[src/rtl/apb_master_bridge_if.sv]
// Request/response handshake and APB bus signals of the APB master bridge.
// The master modport is the bridge side; the slave modport is the requester/APB slave side.
interface apb_master_bridge_if;
    logic        req_valid;
    logic        req_ready;
    logic        req_write;
    logic [31:0] req_addr;
    logic [31:0] req_wdata;
    logic        rsp_valid;
    logic        rsp_ready;
    logic [31:0] rsp_rdata;
    logic        rsp_err;
    logic        PSEL;
    logic        PENABLE;
    logic        PWRITE;
    logic [31:0] PADDR;
    logic [31:0] PWDATA;
    logic [31:0] PRDATA;
    logic        PREADY;
    logic        PSLVERR;

    modport master (
        input  req_valid, req_write, req_addr, req_wdata, rsp_ready,
        input  PRDATA, PREADY, PSLVERR,
        output req_ready, rsp_valid, rsp_rdata, rsp_err,
        output PSEL, PENABLE, PWRITE, PADDR, PWDATA
    );

    modport slave (
        output req_valid, req_write, req_addr, req_wdata, rsp_ready,
        output PRDATA, PREADY, PSLVERR,
        input  req_ready, rsp_valid, rsp_rdata, rsp_err,
        input  PSEL, PENABLE, PWRITE, PADDR, PWDATA
    );
endinterface

[src/rtl/apb_master_bridge.sv]
// APB master bridge: one request at a time, full SETUP/ACCESS transfer, registered response.
// Optional ACCESS wait-state timeout is compiled in with `define APB_MST_TIMEOUT_EN.
//
// state    | meaning
// S_IDLE   | ready for a request
// S_SETUP  | APB setup phase (PSEL=1, PENABLE=0)
// S_ACCESS | APB access phase, waiting for PREADY
// S_RESP   | response held until consumed
module apb_master_bridge #(
    parameter int TIMEOUT_CYCLES = 16
) (
    input  logic                 PCLK,
    input  logic                 PRESET,
    apb_master_bridge_if.master  bus
);

    typedef enum logic [1:0] {S_IDLE, S_SETUP, S_ACCESS, S_RESP} state_t;

    if (TIMEOUT_CYCLES < 1 || TIMEOUT_CYCLES > 255) begin : g_bad_timeout
        $error("TIMEOUT_CYCLES must be in 1..255");
    end

    state_t      state_q, state_d;
    logic        req_ready_q, req_ready_d;
    logic        psel_q, psel_d;
    logic        penable_q, penable_d;
    logic        pwrite_q, pwrite_d;
    logic [31:0] paddr_q, paddr_d;
    logic [31:0] pwdata_q, pwdata_d;
    logic        rsp_valid_q, rsp_valid_d;
    logic [31:0] rsp_rdata_q, rsp_rdata_d;
    logic        rsp_err_q, rsp_err_d;
`ifdef APB_MST_TIMEOUT_EN
    localparam logic [7:0] TO_LAST = 8'(TIMEOUT_CYCLES - 1);
    logic [7:0]  wait_cnt_q, wait_cnt_d;
`endif

    always_ff @(posedge PCLK or negedge PRESET) begin
        if (!PRESET) begin
            state_q     <= S_IDLE;
            req_ready_q <= 1'b0;
            psel_q      <= 1'b0;
            penable_q   <= 1'b0;
            pwrite_q    <= 1'b0;
            paddr_q     <= '0;
            pwdata_q    <= '0;
            rsp_valid_q <= 1'b0;
            rsp_rdata_q <= '0;
            rsp_err_q   <= 1'b0;
`ifdef APB_MST_TIMEOUT_EN
            wait_cnt_q  <= '0;
`endif
        end else begin
            state_q     <= state_d;
            req_ready_q <= req_ready_d;
            psel_q      <= psel_d;
            penable_q   <= penable_d;
            pwrite_q    <= pwrite_d;
            paddr_q     <= paddr_d;
            pwdata_q    <= pwdata_d;
            rsp_valid_q <= rsp_valid_d;
            rsp_rdata_q <= rsp_rdata_d;
            rsp_err_q   <= rsp_err_d;
`ifdef APB_MST_TIMEOUT_EN
            wait_cnt_q  <= wait_cnt_d;
`endif
        end
    end

    always_comb begin
        state_d     = state_q;
        req_ready_d = req_ready_q;
        psel_d      = psel_q;
        penable_d   = penable_q;
        pwrite_d    = pwrite_q;
        paddr_d     = paddr_q;
        pwdata_d    = pwdata_q;
        rsp_valid_d = rsp_valid_q;
        rsp_rdata_d = rsp_rdata_q;
        rsp_err_d   = rsp_err_q;
`ifdef APB_MST_TIMEOUT_EN
        wait_cnt_d  = wait_cnt_q;
`endif
        case (state_q)
            S_IDLE: begin
                req_ready_d = 1'b1;
                if (bus.req_valid && req_ready_q) begin
                    req_ready_d = 1'b0;
                    // APB address/data registers are only touched for a real transfer
                    if (bus.req_addr[1:0] == 2'b00) begin
                        state_d  = S_SETUP;
                        psel_d   = 1'b1;
                        pwrite_d = bus.req_write;
                        paddr_d  = bus.req_addr;
                        pwdata_d = bus.req_write ? bus.req_wdata : 32'h0;
                    end else begin
                        state_d     = S_RESP;
                        rsp_valid_d = 1'b1;
                        rsp_err_d   = 1'b1;
                        rsp_rdata_d = 32'h0;
                    end
                end
            end
            S_SETUP: begin
                penable_d = 1'b1;
                state_d   = S_ACCESS;
`ifdef APB_MST_TIMEOUT_EN
                wait_cnt_d = '0;
`endif
            end
            S_ACCESS: begin
                if (bus.PREADY) begin
                    psel_d      = 1'b0;
                    penable_d   = 1'b0;
                    rsp_valid_d = 1'b1;
                    rsp_err_d   = bus.PSLVERR;
                    rsp_rdata_d = (!pwrite_q && !bus.PSLVERR) ? bus.PRDATA : 32'h0;
                    state_d     = S_RESP;
                end
`ifdef APB_MST_TIMEOUT_EN
                else if (wait_cnt_q == TO_LAST) begin
                    psel_d      = 1'b0;
                    penable_d   = 1'b0;
                    rsp_valid_d = 1'b1;
                    rsp_err_d   = 1'b1;
                    rsp_rdata_d = 32'h0;
                    state_d     = S_RESP;
                end else begin
                    wait_cnt_d = wait_cnt_q + 8'd1;
                end
`endif
            end
            S_RESP: begin
                if (bus.rsp_ready) begin
                    rsp_valid_d = 1'b0;
                    req_ready_d = 1'b1;
                    state_d     = S_IDLE;
                end
            end
            default: state_d = S_IDLE;
        endcase
    end

    assign bus.req_ready = req_ready_q;
    assign bus.PSEL      = psel_q;
    assign bus.PENABLE   = penable_q;
    assign bus.PWRITE    = pwrite_q;
    assign bus.PADDR     = paddr_q;
    assign bus.PWDATA    = pwdata_q;
    assign bus.rsp_valid = rsp_valid_q;
    assign bus.rsp_rdata = rsp_rdata_q;
    assign bus.rsp_err   = rsp_err_q;

endmodule

[src/flat_wrapper.sv]
// flat-port wrapper written by rule: the top's interface ports become plain ports
module apb_master_bridge_flat 
#(
    parameter int TIMEOUT_CYCLES = 16
)
  (PCLK, PRESET, bus_req_valid, bus_req_write, bus_req_addr, bus_req_wdata, bus_rsp_ready, bus_PRDATA, bus_PREADY, bus_PSLVERR, bus_req_ready, bus_rsp_valid, bus_rsp_rdata, bus_rsp_err, bus_PSEL, bus_PENABLE, bus_PWRITE, bus_PADDR, bus_PWDATA);
  apb_master_bridge_if bus_i ();
  input  logic PCLK;
  input  logic PRESET;
  input wire logic [$bits(bus_i.req_valid)-1:0] bus_req_valid;
  input wire logic [$bits(bus_i.req_write)-1:0] bus_req_write;
  input wire logic [$bits(bus_i.req_addr)-1:0] bus_req_addr;
  input wire logic [$bits(bus_i.req_wdata)-1:0] bus_req_wdata;
  input wire logic [$bits(bus_i.rsp_ready)-1:0] bus_rsp_ready;
  input wire logic [$bits(bus_i.PRDATA)-1:0] bus_PRDATA;
  input wire logic [$bits(bus_i.PREADY)-1:0] bus_PREADY;
  input wire logic [$bits(bus_i.PSLVERR)-1:0] bus_PSLVERR;
  output wire logic [$bits(bus_i.req_ready)-1:0] bus_req_ready;
  output wire logic [$bits(bus_i.rsp_valid)-1:0] bus_rsp_valid;
  output wire logic [$bits(bus_i.rsp_rdata)-1:0] bus_rsp_rdata;
  output wire logic [$bits(bus_i.rsp_err)-1:0] bus_rsp_err;
  output wire logic [$bits(bus_i.PSEL)-1:0] bus_PSEL;
  output wire logic [$bits(bus_i.PENABLE)-1:0] bus_PENABLE;
  output wire logic [$bits(bus_i.PWRITE)-1:0] bus_PWRITE;
  output wire logic [$bits(bus_i.PADDR)-1:0] bus_PADDR;
  output wire logic [$bits(bus_i.PWDATA)-1:0] bus_PWDATA;
  assign bus_i.req_valid = bus_req_valid;
  assign bus_i.req_write = bus_req_write;
  assign bus_i.req_addr = bus_req_addr;
  assign bus_i.req_wdata = bus_req_wdata;
  assign bus_i.rsp_ready = bus_rsp_ready;
  assign bus_i.PRDATA = bus_PRDATA;
  assign bus_i.PREADY = bus_PREADY;
  assign bus_i.PSLVERR = bus_PSLVERR;
  assign bus_req_ready = bus_i.req_ready;
  assign bus_rsp_valid = bus_i.rsp_valid;
  assign bus_rsp_rdata = bus_i.rsp_rdata;
  assign bus_rsp_err = bus_i.rsp_err;
  assign bus_PSEL = bus_i.PSEL;
  assign bus_PENABLE = bus_i.PENABLE;
  assign bus_PWRITE = bus_i.PWRITE;
  assign bus_PADDR = bus_i.PADDR;
  assign bus_PWDATA = bus_i.PWDATA;
  apb_master_bridge #(.TIMEOUT_CYCLES(TIMEOUT_CYCLES)) u_core (.PCLK(PCLK), .PRESET(PRESET), .bus(bus_i));
endmodule
[config.mk]
export PLATFORM = sky130hd
export DESIGN_NAME = apb_master_bridge_flat
export DESIGN_NICKNAME = d
export VERILOG_FILES = /design/src/rtl/apb_master_bridge_if.sv /design/src/rtl/apb_master_bridge.sv /design/src/flat_wrapper.sv
export SDC_FILE = /design/constraint.sdc
export NUM_CORES = 1
export LEC_CHECK = 0
export ABC_AREA = 1
export CORE_MARGIN = 5
export CORE_UTILIZATION = 44
export DETAILED_ROUTE_END_ITERATION = 10
export HOLD_SLACK_MARGIN = 0.15
export PLACE_DENSITY = 0.94
export SLEW_MARGIN = 5
export SYNTH_ARGS = -nofsm -noshare
export SYNTH_HDL_FRONTEND = slang
export SYNTH_SLANG_ARGS = --single-unit
[constraint.sdc]
create_clock -name PCLK -period 4.5 [get_ports PCLK]
set_input_delay 0.9 -clock PCLK [delete_from_list [all_inputs] [get_ports PCLK]]
set_output_delay 0.9 -clock PCLK [all_outputs]
set_load 0.03 [all_outputs]
==> impl_metrics.json, run 1 <==
{
  "ys_ff_latch": 104,
  "multi_input_area_mm2": 0.00157,
  "synth_area_leaders": "dfrtp_1 (60%), nand2_1 (27%), nor3b_1 (5.5%)",
  "grt_antenna_before_repair": 0,
  "drv_slew": 0,
  "area_delta_synth_final_pct": 53.0,
  "yosysTopAreaCellShare": 0.599,
  "clkSinkCount": 104,
  "dr.first_iter.drc_count": 218,
  "period_needed_ns": 2.65,
  "final_nets": 810,
  "port-buffer-count": 204,
  "yosysWarnings": 0,
  "numCtsBuffers": 9,
  "seq_area_mm2": 0.00260,
  "num_antenna_cells": 0,
  "clk_latency_ns": 0.35,
  "fp.dieH_um": 109,
  "crit_path_end_kind": "output port",
  "placementRows": 36,
  "run_status": "complete, no violations",
  "setup_violations": 0,
  "dp_hpwl_mm": 9.41,
  "grt_pass1_wl_mm": 19.9,
  "wirelength_mm": 12.6,
  "p_leak_nw": 3.29,
  "startpoint_type": "flop",
  "fillers": 702,
  "clkTransAtPathRegs_ns": 0.09,
  "finClkSkew_ns": 0.00992,
  "grt_max_degree": 67,
  "vias_per_cell": 4.78,
  "pin_count": 205,
  "tightest_slew_ns": 1.06,
  "cts_resized": 0,
  "cts_tree": "yes",
  "synth_seq_area_share": 0.599,
  "cts_buffer_depth": 2,
  "p_per_area_mw_per_mm2": 709,
  "die_area_mm2": 0.0120,
  "slew_headroom": 0.292,
  "first_pass_iters": 4,
  "fmax_mhz": 377,
  "initial_utilization": 0.449,
  "total_power_mw": 4.71,
  "drc_errors": 0,
  "crit_type": "flop to output port",
  "grt_pass1_vias": 4102,
  "ir_drop_uv": 430,
  "synth_nets": 617,
  "synthCells": 510,
  "required_ns": 3.60,
  "wire_per_inst_um": 15.0,
  "place_congestion": 0.906,
  "grt_usage": 0.212,
  "cts_setup_buffers": 0,
  "yosys.cell_types.count": 17,
  "arrival_ns": 1.75,
  "drtAntennaViolNets": 0,
  "die_w_um": 109,
  "yosys.area.top_type": "dfrtp_1",
  "worstPathMaxFanout": 34,
  "clockRootBuffer": "clkbuf_8",
  "num_vias": 4019,
  "postCtsHoldBufs": 0,
  "globalRouteOverflowTotal": 0,
  "core_region_area_mm2": 0.00968,
  "drv_cap": 0,
  "synth_area_per_cell_um2": 8.52,
  "syn_area_mm2": 0.00435,
  "setup_tns_ns": 0,
  "drive_gt1_frac": 0.0311,
  "rsz0062_at_grt": "false",
  "hold_class": "flop to flop",
  "min_period_over_period": 0.589,
  "h-tree-depth": 3,
  "finalHoldViolCount": 0
}
==> metal layers <==
| layer | global-route usage | vias to the layer above | part of all wire |
|---|---|---|---|
| met5 | 0 | - | 0 |
| met4 | 0.0801 | 0 | 0.023 |
| met3 | 0.0611 | 23 | 0.094 |
| met2 | 0.357 | 178 | 0.49 |
| met1 | 0.258 | 1876 | 0.39 |
| li1 | - | 1942 | - |
==> flip-flops by register name, summed over array words and instances (netlist names) <==
name                  flops
u_core.bus.PADDR         32
u_core.bus.PWDATA        32
u_core.bus.rsp_rdata     32
u_core.state_q            2
u_core.bus.PENABLE        1
u_core.bus.PSEL           1
u_core.bus.PWRITE         1
u_core.bus.req_ready      1
u_core.bus.rsp_err        1
u_core.bus.rsp_valid      1
==> layout by cell type (no fill, tap or decap), types with 4 or more instances in the layout <==
master             n
nand2_1          308
clkdlybuf4s50_1  203
dfrtp_1          104
nor3b_1           32
inv_1             15
clkbuf_8           9
o21ai_0            7
buf_4              5
nor2_1             4
ha_1               4
==> worst paths after layout <==
path | start | to | slack [ns] | depth (start not counted)
worst max-delay path | u_core.bus.PWRITE$_DFFE_PN0P_ | bus_PWRITE | 1.85 | 2
max in group asynchronous | PRESET | u_core.bus.PADDR[28]$_DFFE_PN0P_ | 2.85 | 2
min in group asynchronous | PRESET | u_core.bus.PWDATA[0]$_DFFE_PN0P_ | 0.62 | 1
worst max register to register | u_core.state_q[1]$_DFFE_PN0P_ | u_core.bus.rsp_rdata[31]$_DFFE_PN0P_ | 2.33 | 7
worst min register to register | u_core.bus.rsp_rdata[20]$_DFFE_PN0P_ | u_core.bus.rsp_rdata[20]$_DFFE_PN0P_ | 0.49 | 2
worst min-delay path | u_core.bus.rsp_rdata[20]$_DFFE_PN0P_ | u_core.bus.rsp_rdata[20]$_DFFE_PN0P_ | 0.49 | 2
==> power by group <==
part	switching [mW]	total, mW	internal [mW]
Clock	0.306	0.566	0.261
Combinational	1.57	2.56	0.991
Sequential	0.245	1.58	1.34
Total	2.12	4.71	2.59
==> stage by stage <==
step                cells  utilization  hold WS (ns)  area [um2]  setup WS (ns)
finish                841        0.687         0.486        6650           1.85
global route          841        0.687         0.504        6650           1.77
CTS                   841        0.687         0.489        6650           1.81
detailed placement    825        0.667         0.465        6460           1.66
global placement      825        0.667         0.453        6460           1.74
floorplan             510            -         0.580        4350           2.73
==> cell usage after synthesis <==
master and n:
a21oi_1 1, a22o_1 1, buf_2 14, buf_4 3, clkbuf_1 9, dfrtp_1 104
ha_1 4, inv_1 15, nand2_1 308, nand2_2 1, nand3_1 4, nand4_1 1
nor2_1 4, nor2_2 1, nor2_4 1, nor3b_1 32, o21ai_0 7
==> layout make-up <==
cell class | count | area share
Sequential cell | 104 | 0.391
Timing Repair Buffer | 208 | 0.311
Multi-Input combinational cell | 365 | 0.235
Tap cell | 133 | 0.0250
Clock buffer | 12 | 0.0203
Inverter | 15 | 0.00847
Clock inverter | 4 | 0.00809
==> worst max-delay path: stages (launching register included) <==
cell and delay [ns]:
dfrtp_1 0.34, buf_4 0.32, clkdlybuf4s50_1 0.74
==> cell families after synthesis <==
logic type                 after synthesis  share of synthesized area
AOI/OAI and AO/OA                        9                     0.0112
DFF                                    104                      0.599
and+or+nand+nor                        352                      0.336
adders and majority gates                4                     0.0115
buffers and inverters                   41                     0.0420
Power figures use the tool's default switching activity.
==> run 2: changes to the inputs <==
CORE_UTILIZATION = 37   (was 44)
PLACE_DENSITY = 0.85   (was 0.94)
clock period = 2.27 ns   (was 4.5 ns; I/O delays follow)
==> run 2 against run 1 <==
Power grew 110%. Final cell count grew 2.0%. Register-to-register slack lost 1.8 ns. Via count grew 0.27%. Non-clock buffer count grew 7. Clock skew shrank 0.0037 ns. First-iteration DRC count grew 55%. Critical path depth shrank 1. Clock power grew to 2.9 times the previous value. Hold slack lost 0.32 ns. Largest power group unchanged.
==> impl_metrics.json, run 2 (same netlist as run 1, synthesis figures left out) <==
{
  "run_status": "complete, no violations",
  "p_leak_nw": 3.41,
  "power_frac_seq": 0.315,
  "swShare": 0.426,
  "final_nets": 817,
  "dp_worst_setup_slack_ns": 0.359,
  "crit_family": "buffers and inverters",
  "setup_violations": 0,
  "rsz0062_at_grt": "false",
  "min_period_over_period": 0.823,
  "max_stage_delay_ns": 0.72,
  "numCtsBuffers": 9,
  "cts_resized": 0,
  "first_pass_iters": 5,
  "h-tree-depth": 3,
  "crit_slowest_cell": "clkdlybuf4s50_1",
  "place_congestion": 0.889,
  "num_antenna_cells": 0,
  "tightest_slew_ns": 0.557,
  "vias_per_cell": 4.70,
  "clkPwrFrac": 0.164,
  "drtAntennaViolNets": 0,
  "clkTransAtPathRegs_ns": 0.07,
  "dp_hpwl_mm": 9.47,
  "postLayoutCoreUtil": 0.601,
  "path_buf_inv": 1,
  "ir_drop_uv": 757,
  "wirelength_mm": 12.8,
  "slew_headroom": 0.629,
  "fmax_mhz": 535,
  "combPwrFrac": 0.521,
  "hold_class": "input pin to asynchronous set/reset pin",
  "crit_type": "flop to output port",
  "total_power_mw": 9.97,
  "p_per_area_mw_per_mm2": 1450,
  "drc_errors": 0,
  "finClkSkew_ns": 0.00624,
  "grt_pass1_wl_mm": 21.0,
  "grt_pass1_vias": 4179,
  "initial_utilization": 0.379,
  "layout_commonest_cell": "nand2_1",
  "grt_usage": 0.182,
  "finalHoldViolCount": 0,
  "final_cell_mix": "nand2_1 (308), clkdlybuf4s50_1 (202), dfrtp_1 (104)",
  "die_area_mm2": 0.0140,
  "globalRouteOverflowTotal": 0,
  "wire_per_inst_um": 14.9,
  "num_vias": 4030,
  "grt_antenna_before_repair": 0,
  "internal-power_mw": 5.72,
  "startpoint_type": "flop",
  "dr.first_iter.drc_count": 338,
  "setup_tns_ns": 0,
  "area_delta_synth_final_pct": 58.5,
  "finalWorstSetupSlack_ns": 0.401,
  "drv_slew": 0,
  "placementRows": 39,
  "clockRootBuffer": "clkbuf_16",
  "port-buffer-count": 204,
  "fp.dieH_um": 118,
  "cts_setup_buffers": 0,
  "pin_count": 205,
  "clkSinkCount": 104,
  "worstPathMaxFanout": 2,
  "period_needed_ns": 1.87,
  "drv_cap": 0,
  "arrival_ns": 1.41,
  "required_ns": 1.82,
  "final_cell_area_mm2": 0.00689,
  "cts_buffer_depth": 2,
  "dpl.cell_count": 842,
  "crit_path_end_kind": "output port",
  "power_switching_mw": 4.24,
  "core_region_area_mm2": 0.0115,
  "stdcell_count": 858,
  "grt_max_degree": 105,
  "postCtsHoldBufs": 0,
  "hold-worst-slack_ns": 0.168,
  "clk_latency_ns": 0.33,
  "drive_gt1_frac": 0.0420,
  "cts_tree": "yes",
  "die_w_um": 118,
  "dpl_cell_area_mm2": 0.00657,
  "path_cells": "clkdlybuf4s50_1"
}
==> run 2: changes by cell type in the layout (fill, tap and decap cells not counted), moves of 2 or more <==
cell	previous run	this run
clkbuf_16	0	9
clkinvlp_4	2	0
buf_4	5	9
buf_12	0	4
clkbuf_8	9	1
==> run 2: layout make-up <==
class                           count  area, um2
Clock buffer                       13        250
Clock inverter                      3       65.1
Fill cell                         964       4580
Inverter                           15       56.3
Multi-Input combinational cell    365       1570
Sequential cell                   104       2600
Tap cell                          143        179
Timing Repair Buffer              215       2170
==> run 2: final timing paths <==
kind                                                 startpoint  slack (ns)  depth (start not counted)                              endpoint
setup reg to reg                  u_core.state_q[0]$_DFFE_PN0P_        0.54                          9  u_core.bus.rsp_rdata[19]$_DFFE_PN0P_
min in group PCLK                   u_core.bus.PSEL$_DFFE_PN0P_        0.48                          2           u_core.bus.PSEL$_DFFE_PN0P_
hold reg to reg                     u_core.bus.PSEL$_DFFE_PN0P_        0.48                          2           u_core.bus.PSEL$_DFFE_PN0P_
hold / removal                                           PRESET        0.17                          2   u_core.bus.rsp_rdata[0]$_DFFE_PN0P_
setup / recovery           u_core.bus.rsp_rdata[10]$_DFFE_PN0P_        0.40                          1                     bus_rsp_rdata[10]
max in group asynchronous                                PRESET        1.67                          2       u_core.bus.PADDR[4]$_DFFE_PN0P_
==> run 2: metal layers <==
| metal | track usage | part of all wire | routed length [um] | vias up |
|---|---|---|---|---|
| met5 | 0 | 0 | 0 | - |
| met4 | 0.0489 | 0.013 | 162 | 0 |
| met3 | 0.0630 | 0.091 | 1160 | 18 |
| met2 | 0.308 | 0.48 | 6140 | 189 |
| met1 | 0.223 | 0.42 | 5330 | 1873 |
| li1 | - | - | - | 1950 |
==> run 2: power groups by stage <==
| stage | Sequential (mW) | Combinational (mW) | Clock [mW] |
|---|---|---|---|
| after CTS | 3.14 | 5.24 | 1.68 |
| after detailed placement | 3.14 | 5.23 | 0 |
| after global placement | 3.13 | 5.10 | 0 |
| after global routing | 3.24 | 5.57 | 1.78 |
| final | 3.14 | 5.19 | 1.64 |
| after floorplan | 4.67 | 1.36 | 0 |
==> run 3: changes to the inputs <==
CORE_UTILIZATION = 41   (was 37)
PLACE_DENSITY = 0.89   (was 0.85)
clock period = 1.8 ns   (was 2.27 ns; I/O delays follow)
==> run 3 against run 2 <==
First-iteration DRC count shrank 1.8%. Wire length is 0.70% higher. Critical endpoint is now bus_rsp_rdata[7]. Combinational power rose by 23%. Via count rose by 1.4%.
==> impl_metrics.json, run 3 (same netlist as run 1, synthesis figures left out) <==
{
  "run_status": "complete, no violations",
  "ir_drop_uv": 885,
  "swShare": 0.459,
  "crit_type": "flop to output port",
  "first_pass_iters": 4,
  "fp.dieH_um": 113,
  "core_region_area_mm2": 0.0103,
  "max_stage_delay_ns": 0.67,
  "vias_per_cell": 4.78,
  "setup_tns_ns": 0,
  "finalWorstSetupSlack_ns": 0.0476,
  "crit_slowest_cell": "clkdlybuf4s50_1",
  "worst-path-stages": 1,
  "finClkSkew_ns": 0.0140,
  "hold_class": "input pin to asynchronous set/reset pin",
  "placementRows": 37,
  "dpl_cell_area_mm2": 0.00661,
  "crit_family": "buffers and inverters",
  "slew_headroom": 0.728,
  "combPwrFrac": 0.550,
  "layout_commonest_cell": "nand2_1",
  "final_cell_area_mm2": 0.00696,
  "h-tree-depth": 3,
  "clkTransAtPathRegs_ns": 0.10,
  "r2r_end": "u_core.bus.rsp_rdata[11]$_DFFE_PN0P_",
  "tightest_slew_ns": 0.404,
  "path_cells": "clkdlybuf4s50_1",
  "clkPwrFrac": 0.113,
  "dp_worst_setup_slack_ns": -0.0709,
  "internal-power_mw": 6.30,
  "die_w_um": 113,
  "grt_antenna_before_repair": 0,
  "place_congestion": 0.868,
  "cts_buffer_depth": 2,
  "cp-endpoint": "bus_rsp_rdata[7]",
  "drc_errors": 0,
  "total_power_mw": 11.6,
  "cts_tree": "yes",
  "clk_latency_ns": 0.36,
  "path_buf_inv": 1,
  "r2r_slack_ns": 0.19,
  "period_needed_ns": 1.75,
  "p_leak_nw": 4.54,
  "area_delta_synth_final_pct": 60.2,
  "grt_usage": 0.200,
  "final_cell_mix": "nand2_1 (308), clkdlybuf4s50_1 (112), dfrtp_1 (104)",
  "drtAntennaViolNets": 0,
  "die_area_mm2": 0.0128,
  "wirelength_mm": 12.9,
  "grt_pass1_wl_mm": 20.9,
  "pin_count": 205,
  "startpoint": "u_core.bus.rsp_rdata[7]$_DFFE_PN0P_",
  "drv_cap": 0,
  "finalHoldViolCount": 0,
  "timing.rr.start": "u_core.state_q[0]$_DFFE_PN0P_",
  "p_per_area_mw_per_mm2": 1670,
  "initial_utilization": 0.421,
  "startpoint_type": "flop",
  "clkSinkCount": 104,
  "numCtsBuffers": 9,
  "dp_hpwl_mm": 9.60,
  "required_ns": 1.44,
  "grt_max_degree": 61,
  "num_vias": 4088,
  "drive_gt1_frac": 0.0500,
  "dr.first_iter.drc_count": 332,
  "clockRootBuffer": "clkbuf_8",
  "power_switching_mw": 5.33,
  "worstPathMaxFanout": 2,
  "wire_per_inst_um": 15.0,
  "fmax_mhz": 571,
  "drv_slew": 0,
  "port-buffer-count": 204,
  "final_nets": 822,
  "r2r_cells": 10,
  "setup_violations": 0,
  "min_period_over_period": 0.974,
  "grt_pass1_vias": 4259,
  "crit_path_end_kind": "output port",
  "arrival_ns": 1.39,
  "globalRouteOverflowTotal": 0,
  "num_antenna_cells": 0,
  "power_frac_seq": 0.337
}
[run 3: cell count changes in the layout (fill, tap and decap cells not counted), moves of 2 or more]
cell             delta
bufinv_16           -2
dlygate4sd2_1      +15
clkbuf_8            +8
clkinvlp_4          +3
inv_6               +2
clkdlybuf4s50_1    -90
buf_4               +2
dlymetal6s2s_1     +75
clkbuf_16           -9
[run 3: layout make-up]
type / count / area, um2
fill: 769 / 3360
sequential: 104 / 2600
timing repair buffer: 220 / 2390
multi-input combinational: 365 / 1570
tap: 136 / 170
clock buffer: 11 / 131
inverter: 15 / 56.3
clock inverter: 5 / 40.0
[run 3: per-stage QoR]
step           hold slack, ns  utilization  cells
2_1_floorplan          0.0644            -    510
3_3_place_gp            0.224        0.640    839
3_5_place_dp            0.226        0.640    839
4_1_cts                 0.369        0.656    856
5_1_grt                 0.396        0.674    856
6_report                0.379        0.674    856
[run 3: worst min-delay path by stage]
stage | startpoint | endpoint | cells past startpoint | slack, ns
after detailed placement | PRESET | u_core.bus.rsp_rdata[10]$_DFFE_PN0P_ | 1 | 0.23
after floorplan | PRESET | u_core.bus.PADDR[0]$_DFFE_PN0P_ | 0 | 0.06
final | PRESET | u_core.bus.rsp_rdata[7]$_DFFE_PN0P_ | 2 | 0.38
after global placement | PRESET | u_core.bus.rsp_rdata[6]$_DFFE_PN0P_ | 1 | 0.22
after global routing | PRESET | u_core.bus.rsp_rdata[5]$_DFFE_PN0P_ | 2 | 0.40
after CTS | PRESET | u_core.bus.rsp_rdata[10]$_DFFE_PN0P_ | 2 | 0.37
[run 3: power groups by stage]
stage | clock network [mW] | registers (mW) | logic, mW
3_3_place_gp | 0 | 3.92 | 6.50
6_report | 1.31 | 3.92 | 6.40
5_1_grt | 1.45 | 4.06 | 6.87
4_1_cts | 1.36 | 3.94 | 6.56
3_5_place_dp | 0 | 3.96 | 6.66
2_1_floorplan | 0 | 5.89 | 1.71
[run 3: timing repair]
action                                 CTS  global route
setup endpoints to repair               15           112
setup buffers                            0             0
gates resized for setup                 15            77
hold buffers                             1             0
endpoints found under the hold margin   19             0
cloned                                   0             0
[run 3: per-layer routing]
layer | GRT usage | vias up | part of all wire
li1 | - | 1960 | -
met1 | 0.238 | 1918 | 0.39
met2 | 0.337 | 188 | 0.49
met3 | 0.0765 | 22 | 0.095
met4 | 0.0617 | 0 | 0.019
met5 | 0 | - | 0
